<file path="src/rtl/prime_scan_ctrl.sv">
// prime_scan_ctrl: sweeps a BCD digit range [lo, hi] through an external
// combinational prime checker, one digit per clock, and collects a prime
// mask and prime count. Latency start->done: hi-lo+2 cycles (1 if invalid).
// Backpressure: none; start is only sampled in IDLE and is never queued.
module prime_scan_ctrl (
    input  logic       clk,
    input  logic       rst,
    input  logic       start,
    input  logic [3:0] lo,
    input  logic [3:0] hi,
    output logic [3:0] chk_in,
    input  logic       chk_out,
    output logic       busy,
    output logic       done,
    output logic       err,
    output logic [3:0] count,
    output logic [9:0] mask
);

    typedef enum logic [1:0] {
        IDLE = 2'd0,
        SCAN = 2'd1,
        DONE = 2'd2
    } state_t;

    state_t     state;
    logic [3:0] hi_q;     // last digit of the scan, inclusive
    logic       req_bad;

    // A request is unusable if either bound is not a BCD digit or the range is empty.
    assign req_bad = (lo > 4'd9) || (hi > 4'd9) || (lo > hi);

    // Scan FSM. chk_in doubles as the current-digit register: it holds the
    // digit under test in SCAN and is forced to 0 everywhere else, so the
    // checker sees a registered, glitch-free input.
    always_ff @(posedge clk) begin
        if (rst) begin
            state  <= IDLE;
            hi_q   <= 4'd0;
            chk_in <= 4'd0;
            busy   <= 1'b0;
            done   <= 1'b0;
            err    <= 1'b0;
            count  <= 4'd0;
            mask   <= 10'd0;
        end else begin
            case (state)
                IDLE: begin
                    if (start) begin
                        hi_q  <= hi;
                        count <= 4'd0;
                        mask  <= 10'd0;
                        if (req_bad) begin
                            err   <= 1'b1;
                            done  <= 1'b1;
                            state <= DONE;
                        end else begin
                            err    <= 1'b0;
                            busy   <= 1'b1;
                            chk_in <= lo;
                            state  <= SCAN;
                        end
                    end
                end
                SCAN: begin
                    // chk_in never exceeds 9 here, so the index is always in range
                    // and the count (at most 10 increments) cannot overflow.
                    mask[chk_in] <= chk_out;
                    count        <= count + {3'b000, chk_out};
                    if (chk_in == hi_q) begin
                        busy   <= 1'b0;
                        done   <= 1'b1;
                        chk_in <= 4'd0;
                        state  <= DONE;
                    end else begin
                        chk_in <= chk_in + 4'd1;
                    end
                end
                DONE: begin
                    done  <= 1'b0;
                    state <= IDLE;
                end
                default: begin
                    busy   <= 1'b0;
                    done   <= 1'b0;
                    chk_in <= 4'd0;
                    state  <= IDLE;
                end
            endcase
        end
    end

endmodule

</file>
<file path="config.mk">
export PLATFORM = sky130hd
export DESIGN_NAME = prime_scan_ctrl
export DESIGN_NICKNAME = d
export VERILOG_FILES = /design/src/rtl/prime_scan_ctrl.sv
export SDC_FILE = /design/constraint.sdc
export NUM_CORES = 1
export LEC_CHECK = 0
export CAP_MARGIN = 10
export CORE_UTILIZATION = 35
export CTS_CLUSTER_DIAMETER = 30
export DETAILED_ROUTE_END_ITERATION = 10
export PLACE_DENSITY = 0.59
export RECOVER_POWER = 50
export SLEW_MARGIN = 10
export SYNTH_ARGS = -nofsm -noshare
export SYNTH_HDL_FRONTEND = slang
export SYNTH_SLANG_ARGS = --single-unit
</file>
<file path="constraint.sdc">
create_clock -name clk -period 1.5 [get_ports clk]
set_input_delay 0.3 -clock clk [delete_from_list [all_inputs] [get_ports clk]]
set_output_delay 0.3 -clock clk [all_outputs]
set_load 0.02 [all_outputs]
</file>
==> impl_metrics.tcl, run 1 <==
set metrics [dict create \
    worstHoldPathType "in2reg" \
    rsz0062_at_grt "true" \
    clock_path_buffers 2 \
    place_ws_ns -0.647 \
    numClockSinks 27 \
    syn_area_per_cell_um2 8.23 \
    fin_worst_skew_ns 0.00151 \
    yosysWarnings 0 \
    fin_nets 270 \
    power_density_nw_per_um2 778 \
    final_util 0.559 \
    hold_path_depth 4 \
    drive_gt1_frac 0.283 \
    initial_core_util 0.367 \
    grt_pass1_vias 1491 \
    final_common_cell "buf_4" \
    grt.total_usage 0.193 \
    antenna_found_initial 0 \
    vias 1553 \
    ir_drop_mv 0.353 \
    status "finished clean" \
    dp_hpwl_um 3120 \
    dieHeight_um 67.3 \
    synth_seq_cells 27 \
    max_slew_margin 0.753 \
    io_pins 33 \
    cts_tree "built" \
    antenna_cells 0 \
    fin_crit_ns 1.48 \
    die_area_um2 4520 \
    synth_edf_count 0 \
    path_class "in2reg" \
    drtIter0Drc 95 \
    syn_to_final_growth_pct 52.3 \
    post-route-drc-count 0 \
    gp_congestion 0.852 \
    grt_pass1_wl_um 6690 \
    clkSlewWorstSetupHoldPaths_ns 0.10 \
    worstPathRequired_ns 1.67 \
    arrival_ns 1.65 \
    yosysSeqAreaShare 0.363 \
    grt_max_degree 17 \
    grt.overflow.total 0 \
    die_w_um 67.3 \
    layout_common_cells "buf_4 (32), dlygate4sd2_1 (27), dfxtp_1 (23)" \
    synth_ff_type "dfxtp_1" \
    h-tree-depth 1 \
    p_leak_nw 1.04 \
    postRouteAntennaNets 0 \
    period_share 0.985 \
    cts_buffers 3 \
    cp-end-kind "flip-flop" \
    io_buffers 32 \
    setup-violations-final 0 \
    postSynthCellCount 181 \
    final_area_um2 2270 \
    synthArstFlopShare 0 \
    start_kind "primary input" \
    rows 23 \
    dr.pass1.iters 4 \
    max_slew.worst_pin.slew_ns 0.368 \
    timing.fmax_mhz 677 \
    setup_slack_ns 0.0223 \
    wl_per_cell_um 13.4 \
    holdWs_ns 0.420 \
    rr_worst_depth 6 \
    critPathMaxFanout 4 \
    finalHoldViolations 0 \
    maxCapViolations 0 \
    drv_slew 0 \
    cts-root-buf "clkbuf_8" \
    syn_area_um2 1490 \
    ctsHoldBuffers 0 \
    drt-vias-per-instance 5.23 \
    wirelength_um 3990 \
    place_area_um2 2170 \
    fp.coreArea_um2 4060 \
    clock_latency_ns 0.28 \
    ys_types 38 \
    synth_nets 203 \
]
[area by class of cell]
cell class | count | area, µm²
Clock inverter | 1 | 7.51
Fill cell | 380 | 1790
Timing Repair Buffer | 72 | 612
Tap cell | 50 | 62.6
Multi-Input combinational cell | 133 | 957
Clock buffer | 3 | 41.3
Inverter | 11 | 43.8
Sequential cell | 27 | 546
[cells by family (layout without fill, tap and decap cells)]
family	Yosys count	in the layout	synth area share
flops	27	27	0.363
xor+xnor	4	4	0.0235
fa+ha+maj	10	10	0.0840
compound gates	52	52	0.232
simple gates	65	65	0.223
mux	2	2	0.0143
buf+inv	21	87	0.0605
[through the flow]
step	power (mW)	cells	setup TNS (ns)
2_1_floorplan	1.06	181	-0.0436
4_1_cts	1.78	297	0
6_report	1.77	297	0
5_1_grt	1.87	297	-0.213
3_5_place_dp	1.32	290	-6.52
3_3_place_gp	1.31	290	-6.06
[synth_stat cells (all sizes together), types with 2 or more instances]
cell type | number | share of area
o311ai | 4 | 0.024
nand2 | 22 | 0.055
a22oi | 4 | 0.020
o211ai | 4 | 0.020
ha | 10 | 0.084
and2 | 2 | 0.0092
nand2b | 2 | 0.0084
inv | 11 | 0.028
a311oi | 2 | 0.012
o22ai | 2 | 0.0084
a21boi | 2 | 0.010
nor2 | 12 | 0.030
nor2b | 3 | 0.013
a21o | 2 | 0.010
xor2 | 4 | 0.024
o21ai | 3 | 0.010
buf | 4 | 0.015
or2b | 2 | 0.010
nand4 | 12 | 0.050
clkbuf | 6 | 0.018
nor3 | 3 | 0.010
dfxtp | 27 | 0.36
o32ai | 2 | 0.012
nand3 | 5 | 0.017
a21oi | 21 | 0.071
[routing by layer]
layer | part of all wire | global-route usage | vias to the layer above
met5 | 0 | 0 | -
met2 | 0.50 | 0.353 | 38
met3 | 0.033 | 0.0253 | 4
li1 | - | - | 789
met4 | 0.0093 | 0.0691 | 0
met1 | 0.45 | 0.228 | 722
[path summary, 6_finish.rpt]
check	from	endpoint	slack [ns]
worst max-delay path	lo[3]	chk_in[3]$_SDFFE_PP0P_	0.02
worst min register to register	busy$_SDFFE_PP0P_	busy$_SDFFE_PP0P_	0.47
worst max register to register	hi_q[3]$_SDFFE_PP0P_	chk_in[3]$_SDFFE_PP0P_	0.03
worst min-delay path	hi[1]	hi_q[1]$_SDFFE_PP0P_	0.42
[registers in the layout, indices dropped and copies added, names as in the netlist]
register  cells
mask         10
busy          1
done          1
chk_in        4
hi_q          4
state         2
count         4
err           1
[repair_timing]
action,in CTS,in global routing
gates resized for setup,43,11
setup endpoints to repair,30,12
pin swaps,5,11
buffers inserted,3,0
[worst max-delay path, stage by stage]
cell and delay [ns]:
dlygate4sd2_1 0.28, ha_4 0.26, and4_4 0.19, a31oi_4 0.24, and2_4 0.21, buf_4 0.11
o32ai_2 0.06
[power by group]
group | switching [mW] | internal (mW) | leakage [nW]
Combinational | 0.285 | 0.263 | 0.792
Sequential | 0.0267 | 0.749 | 0.221
Clock | 0.252 | 0.189 | 0.0217
(Power assumes the default switching activity.)
==> inputs of run 2 (changes only) <==
Settings changed: ABC_CLOCK_PERIOD_IN_PS set to 1500.
==> results of run 2 <==
The final DEF is identical to that of run 1; final timing and power are the same.
==> inputs of run 3 (changes only) <==
Settings changed: HOLD_SLACK_MARGIN set to 0.03.
==> results of run 3 <==
The final DEF is identical to that of run 1; final timing and power are the same.
